**src/rtl/y_pkg.sv**
```systemverilog
// ---------------------------------------------------------------------------
// y_pkg : shared width constant and word type for the y_adder datapath
// Rev 1.0
// ---------------------------------------------------------------------------
`default_nettype none

package y_pkg;
  localparam int Y_WIDTH = 32;
  typedef logic [Y_WIDTH-1:0] y_word_t;
endpackage

`default_nettype wire

```
**src/rtl/y_adder_fa.sv**
```systemverilog
// ---------------------------------------------------------------------------
// yAdder1 : 1-bit full adder built from gate primitives
// Rev 1.0
// ---------------------------------------------------------------------------
`default_nettype none

module yAdder1 (
  output wire z,
  output wire cout,
  input  wire a,
  input  wire b,
  input  wire cin
);
  wire w_axb;
  wire w_ab;
  wire w_ac;
  wire w_bc;

  xor u_x0 (w_axb, a, b);
  xor u_x1 (z, w_axb, cin);
  and u_a0 (w_ab, a, b);
  and u_a1 (w_ac, a, cin);
  and u_a2 (w_bc, b, cin);
  or  u_o0 (cout, w_ab, w_ac, w_bc);
endmodule

`default_nettype wire

```
**src/rtl/y_adder.sv**
```systemverilog
// ---------------------------------------------------------------------------
// y_adder : ripple-carry adder with combinational sum and registered result
// Rev 1.0
// ---------------------------------------------------------------------------
`default_nettype none

module y_adder
  import y_pkg::*;
#(
  parameter int WIDTH = Y_WIDTH
) (
  output logic [WIDTH-1:0] z,
  output logic             cout,
  input  logic [WIDTH-1:0] a,
  input  logic [WIDTH-1:0] b,
  input  logic             cin,
  input  logic             clk,
  input  logic             rst,
  output logic [WIDTH-1:0] z_q,
  output logic             cout_q,
  output logic             ovf_q
);
  wire [WIDTH:0] w_c;
  wire           w_ovf_d;

  assign w_c[0] = cin;

  for (genvar i = 0; i < WIDTH; i++) begin : g_bit
    yAdder1 u_fa (
      .z    (z[i]),
      .cout (w_c[i+1]),
      .a    (a[i]),
      .b    (b[i]),
      .cin  (w_c[i])
    );
  end

  assign cout = w_c[WIDTH];
  // Signed overflow: carry into the MSB disagrees with carry out of it
  assign w_ovf_d = w_c[WIDTH] ^ w_c[WIDTH-1];

  always_ff @(posedge clk or posedge rst) begin
    if (rst) begin
      z_q    <= '0;
      cout_q <= 1'b0;
      ovf_q  <= 1'b0;
    end else begin
      z_q    <= z;
      cout_q <= cout;
      ovf_q  <= w_ovf_d;
    end
  end
endmodule

`default_nettype wire

```
**config.mk**
```make
export PLATFORM = sky130hd
export DESIGN_NAME = y_adder
export DESIGN_NICKNAME = d
export VERILOG_FILES = /design/src/rtl/y_pkg.sv /design/src/rtl/y_adder_fa.sv /design/src/rtl/y_adder.sv
export SDC_FILE = /design/constraint.sdc
export NUM_CORES = 1
export LEC_CHECK = 0
export CORE_MARGIN = 8
export CORE_UTILIZATION = 34
export CTS_BUF_LIST = sky130_fd_sc_hd__clkbuf_4 sky130_fd_sc_hd__clkbuf_8
export CTS_CLUSTER_DIAMETER = 150
export CTS_CLUSTER_SIZE = 20
export DETAILED_ROUTE_END_ITERATION = 8
export GPL_ROUTABILITY_DRIVEN = 0
export GPL_TIMING_DRIVEN = 0
export PLACE_DENSITY = 0.87
export SYNTH_ARGS = -nofsm -noshare
export SYNTH_HDL_FRONTEND = slang
export SYNTH_HIERARCHICAL = 1
export SYNTH_SLANG_ARGS = --single-unit
```
**constraint.sdc**
```tcl
create_clock -name clk -period 26.7 [get_ports clk]
set_input_delay 2.67 -clock clk [delete_from_list [all_inputs] [get_ports clk]]
set_output_delay 2.67 -clock clk [all_outputs]
set_load 0.01 [all_outputs]
```
==> run_results.csv, run 1 <==
group,metric,value,unit
synth,ys_types,4,
die,ios,134,
die,die_h,82.5,um
run,max-cap-violations,0,
finish,num-fill-cells,327,
die,core,4290,um2
synth,synth_edf_count,0,
timing,grt_setup_unrepaired,"false",
setup_path,path_max_fanout,2,
finish,fin_util,0.695,
timing,holdWs,2.82,ns
power,p_int,0.130,mW
clock_network,ctsResizeCount,0,
global_route,antenna_found_initial,0,
power,swShare,0.279,
clock_network,tritoncts,"done",
power,clockPowerShare,0.202,
finish,final_nets,307,
synth,synth.most_common_cell,"dfrtp_1",
detailed_routing,drc,0,
timing,hold_viol_final,0,
detailed_routing,wl,4710,um
detailed_routing,met1_length,1350,um
power,irDropWorstVdd,0.0273,mV
clock_network,cts_buffer_depth,2,
die,start_util,0.350,
power,p_leak,1.20,nW
clock_network,htree_levels,2,
synth,ys_ff_latch,34,
detailed_routing,ant_nets,0,
detailed_routing,drt-vias-per-instance,4.40,
setup_path,worstSetupPathType,"primary input to output port",
timing,post-route-period-util,0.720,
power,pwr-share-seq,0.354,
detailed_routing,first_pass_iters,3,
timing,worst_slew_pin_slew,0.708,ns
global_route,grt-ovfl-total,0,
synth,synthTopCellsByCount,"dfrtp_1 (34), fa_1 (32), inv_1 (1), xor2_1 (1)",
synth,seq_area_frac_synth,0.566,
setup_path,crit_required,24.03,ns
clock_network,cts_root_buf,"clkbuf_8",
detailed_routing,via_count,1143,
clock_network,cts_setup_buffers,0,
power,p_per_area,60.7,nW/um2
worst_hold_path,hold_class,"primary input to asynchronous set/reset pin",
detailed_routing,drt_iter0_markers,17,
setup_path,slowest_delay,0.54,ns
setup_path,cp_top_family,"adder cells",
timing,period_needed,19.21,ns
detailed_routing,wl_met2,2590,um
synth,synth_nets,167,
placed_design,portBuffers,133,
finish,area_delta_synth_final,98.4,%
detailed_routing,maxUsedRoutingLayer,"met4",
setup_path,crit_path_end_kind,"output port",
setup_path,start_kind,"primary input",
finish,antenna_cells,0,
detailed_routing,post_drt_wl_per_cell,18.1,um
power,switchingPower,0.0505,mW
synth,synth_flop_cell,"dfrtp_1",
setup_path,critPathBufInv,2,
timing,finalSetupViolations,0,
setup_path,crit_top_cell,"fa_1",
clock_network,clkSlewWorstSetupHoldPaths,0.06,ns
finish,drive_gt1_frac,0.0385,
synth,ys_warn_count,6,
synth,syn_inst,68,
power,comb_power_share,0.444,
timing,fmax,0.0520,GHz
timing,fin_tns_setup,0,ns
clock_network,cts_sinks,34,
die,rows,24,
global_route,grt_pass1_vias,1438,
setup_path,arrival,16.54,ns
synth,avgSynthCellArea,22.1,um2
timing,slew_headroom,0.528,
die,fp.dieArea,6810,um2
die,fp.dieW,82.5,um
synth,netlist_top_cells_area,"dfrtp_1 (57%), fa_1 (43%), xor2_1 (0.58%), inv_1 (0.25%)",
synth,yosysTopAreaCell,"dfrtp_1",
clock_network,cts_buffers,5,
synth,async_flop_share,1.00,
global_route,grt_max_degree,35,
timing,slew_viol_final,0,
synth,syn_area,1500,um2
global_route,grt_pass1_wl,7140,um
clock_network,ctsHoldBuffers,0,
setup_path,slowest_stage,"clkdlybuf4s50_1",
synth,yosysTopAreaCellShare,0.566,
outcome,status,"complete, no violations",
global_route,grt_usage,0.144,
detailed_routing,wl_met3,678,um
## layer usage
layer  up-vias  GRT usage
li1        489          -
met1       571      0.129
met2        76      0.264
met3         7     0.0779
met4         0     0.0586
met5         -          0
## cell families after synthesis
kind of cell / Yosys count / synth area share
flops: 34 / 0.566
xor+xnor: 1 / 0.00582
fa+ha+maj: 32 / 0.426
buf+inv: 1 / 0.00249
## sequential cells by signal (all words and copies together) (netlist names)
register	count
ovf_q	1
z_q	32
cout_q	1
## how the worst max path moves through the flow
stage	start	to	slack (ns)	depth (start not counted)
finish	a[0]	z[31]	7.49	34
global placement	a[0]	z[31]	7.62	34
CTS	a[0]	z[31]	7.42	34
detailed placement	a[0]	z[31]	7.44	34
global route	a[0]	z[31]	7.02	34
floorplan	a[0]	z[31]	8.96	32
## cell type report
type	instances	area, um2	share of cell area
well taps	52	65.1	0.0218
inverters	1	3.75	0.00126
clock buffers	7	83.8	0.0281
multi-input cells	33	649	0.218
repair buffers	133	1330	0.446
flip-flops and latches	34	851	0.285
## power by group through the flow
| stage | combinational, mW | sequential (mW) | clock (mW) |
|---|---|---|---|
| finish | 0.0804 | 0.0640 | 0.0366 |
| global placement | 0.0802 | 0.0646 | 0 |
| global route | 0.0870 | 0.0651 | 0.0408 |
| floorplan | 0.0209 | 0.0709 | 0 |
| detailed placement | 0.0820 | 0.0651 | 0 |
| CTS | 0.0824 | 0.0642 | 0.0381 |
## cells in the final DEF, fill, tap and decap left out, drive strengths merged
cell type,n
fa,32
clkbuf,7
inv,1
xor2,1
clkdlybuf4s50,133
dfrtp,34
## per-stage QoR
stage | power [mW] | setup WS [ns] | cells | instance area, um2
2_1_floorplan | 0.0918 | 8.96 | 68 | 1500
5_1_grt | 0.193 | 7.02 | 260 | 2980
3_5_place_dp | 0.147 | 7.44 | 253 | 2900
3_3_place_gp | 0.145 | 7.62 | 253 | 2900
4_1_cts | 0.185 | 7.42 | 260 | 2980
6_report | 0.181 | 7.49 | 260 | 2980
Note: power is estimated with default switching activity, not from simulation.
==> inputs of run 2 (changes only) <==
CORE_UTILIZATION = 29   (was 34)
PLACE_DENSITY = 0.79   (was 0.87)
clock period = 16.7 ns   (was 26.7 ns; I/O delays follow)
==> run 2 against run 1 <==
Critical path depth unchanged. Sequential power up 59%. Setup slack worse by 7.1 ns. Wire length down 1.8%. Largest cell class unchanged.
==> run_results.csv, run 2 (synthesis results as in run 1) <==
group,metric,value,unit
timing,fin_tns_setup,0,ns
power,p_leak,1.20,nW
clock_network,cts_buffer_depth,2,
power,finalPower,0.289,mW
detailed_routing,drt_iter0_markers,23,
clock_network,clkSlewWorstSetupHoldPaths,0.07,ns
clock_network,cts_buffers,5,
finish,final_nets,307,
setup_path,path_max_fanout,2,
die,rows,26,
timing,slew_headroom,0.536,
setup_path,crit_required,15.03,ns
detailed_routing,drc,0,
power,p_per_area,95.4,nW/um2
timing,post-route-period-util,0.979,
timing,worst_slew_pin_slew,0.695,ns
finish,largest_reg_flops,32,
setup_path,start_kind,"primary input",
clock_network,cts_root_buf,"clkbuf_8",
die,die_h,88.0,um
global_route,grt-ovfl-total,0,
die,core,5040,um2
power,swShare,0.277,
detailed_routing,ant_nets,0,
finish,instances_no_fill,278,
detailed_routing,post_drt_wl_per_cell,16.6,um
finish,area_delta_synth_final,102,%
power,clockPowerShare,0.200,
power,p_int,0.209,mW
placed_design,dp_cells,271,
setup_path,crit_top_cell,"fa_1",
clock_network,tritoncts,"done",
run,max-cap-violations,0,
die,fp.dieArea,7750,um2
finish,regMostFlops,"z_q",
power,pwr-share-seq,0.353,
setup_path,arrival,14.68,ns
global_route,grt_usage,0.122,
finish,antenna_cells,0,
placed_design,place_area,2920,um2
setup_path,slowest_stage,"fa_1",
finish,drive_gt1_frac,0.0962,
die,fp.dieW,88.0,um
clock_network,ctsHoldBuffers,0,
clock_network,cts_setup_buffers,0,
setup_path,crit_start,"a[0]",
timing,slew_viol_final,0,
die,ios,134,
timing,fmax,0.0612,GHz
global_route,grt_pass1_vias,1347,
setup_path,crit_path_end_kind,"output port",
finish,largestRegisters,"z_q x32, cout_q x1, ovf_q x1",
detailed_routing,wl,4630,um
clock_network,htree_levels,2,
setup_path,worstSetupPathType,"primary input to output port",
detailed_routing,via_count,1122,
die,start_util,0.298,
detailed_routing,drt-vias-per-instance,4.04,
finish,fin_util,0.602,
power,irDropWorstVdd,0.0389,mV
placed_design,portBuffers,133,
finish,layout_common_cells,"clkdlybuf4s50_1 (131), dfrtp_1 (34), fa_1 (21)",
outcome,status,"complete, no violations",
setup_path,slowest_delay,0.52,ns
worst_hold_path,hold_class,"primary input to asynchronous set/reset pin",
power,comb_power_share,0.446,
global_route,grt_max_degree,35,
clock_network,cts_sinks,34,
finish,mostFrequentLayoutCell,"clkdlybuf4s50_1",
finish,final_area,3030,um2
detailed_routing,first_pass_iters,3,
timing,finalSetupViolations,0,
global_route,grt_pass1_wl,6980,um
global_route,antenna_found_initial,0,
timing,hold_viol_final,0,
power,switchingPower,0.0803,mW
setup_path,setup.worst_path.end,"z[31]",
timing,period_needed,16.35,ns
run 2: cell types whose count changed in the layout (fill, tap and decap cells not counted), sizes merged:
cell	delta
dlygate4sd2	+1
clkdlybuf4s50	-2
clkdlybuf4s15	+1
run 2: layout make-up:
| type | instances | area, um2 |
|---|---|---|
| inverter | 1 | 3.75 |
| clock buffer | 7 | 83.8 |
| fill | 402 | 2010 |
| timing repair buffer | 133 | 1330 |
| multi-input combinational | 33 | 677 |
| sequential | 34 | 851 |
| tap | 70 | 87.6 |
run 2: worst min-delay path by stage:
stage	startpoint	endpoint	slack [ns]	cells after the start
6_report	rst	z_q[25]$_DFF_PP0_	1.82	2
5_1_grt	rst	z_q[25]$_DFF_PP0_	1.89	2
3_3_place_gp	cin	z_q[0]$_DFF_PP0_	2.35	2
3_5_place_dp	b[12]	z_q[12]$_DFF_PP0_	2.37	2
2_1_floorplan	rst	cout_q$_DFF_PP0_	1.81	1
4_1_cts	b[25]	z_q[25]$_DFF_PP0_	2.08	2
run 2: metrics by stage:
stage / hold slack, ns / setup WS, ns
after floorplan: 1.81 / 0.960
after global placement: 2.35 / -0.408
final: 1.82 / 0.355
after CTS: 2.08 / 0.0456
after global routing: 1.89 / -0.0244
after detailed placement: 2.37 / -0.574
run 2: routing by layer:
layer,up-vias,part of all wire,global-route usage
met3,7,0.12,0.0488
met2,68,0.58,0.229
met4,0,0.016,0.0507
met1,561,0.29,0.113
met5,-,0,0
li1,486,-,-
run 2: worst max-delay path: cells and delay by family:
| kind | cells | cell delay [ns] |
|---|---|---|
| fa+ha+maj | 32 | 12.34 |
| buf+inv | 2 | 0.66 |
run 2: timing repair:
action | CTS | global route
resized for setup | 10 | 5
setup endpoints to repair | 3 | 3
cloned | 0 | 0
run 2: power by group through the flow:
stage	clock network, mW	logic, mW	registers [mW]
global placement	0	0.129	0.103
global route	0.0634	0.140	0.104
finish	0.0580	0.129	0.102
CTS	0.0605	0.132	0.102
floorplan	0	0.0334	0.113
detailed placement	0	0.131	0.104
==> inputs of run 3 (changes only) <==
CTS_CLUSTER_SIZE = not set   (was 20)
HOLD_SLACK_MARGIN = 0.08   (was not set)
==> results of run 3 <==
Final layout, timing and power as in run 2 (identical DEF).
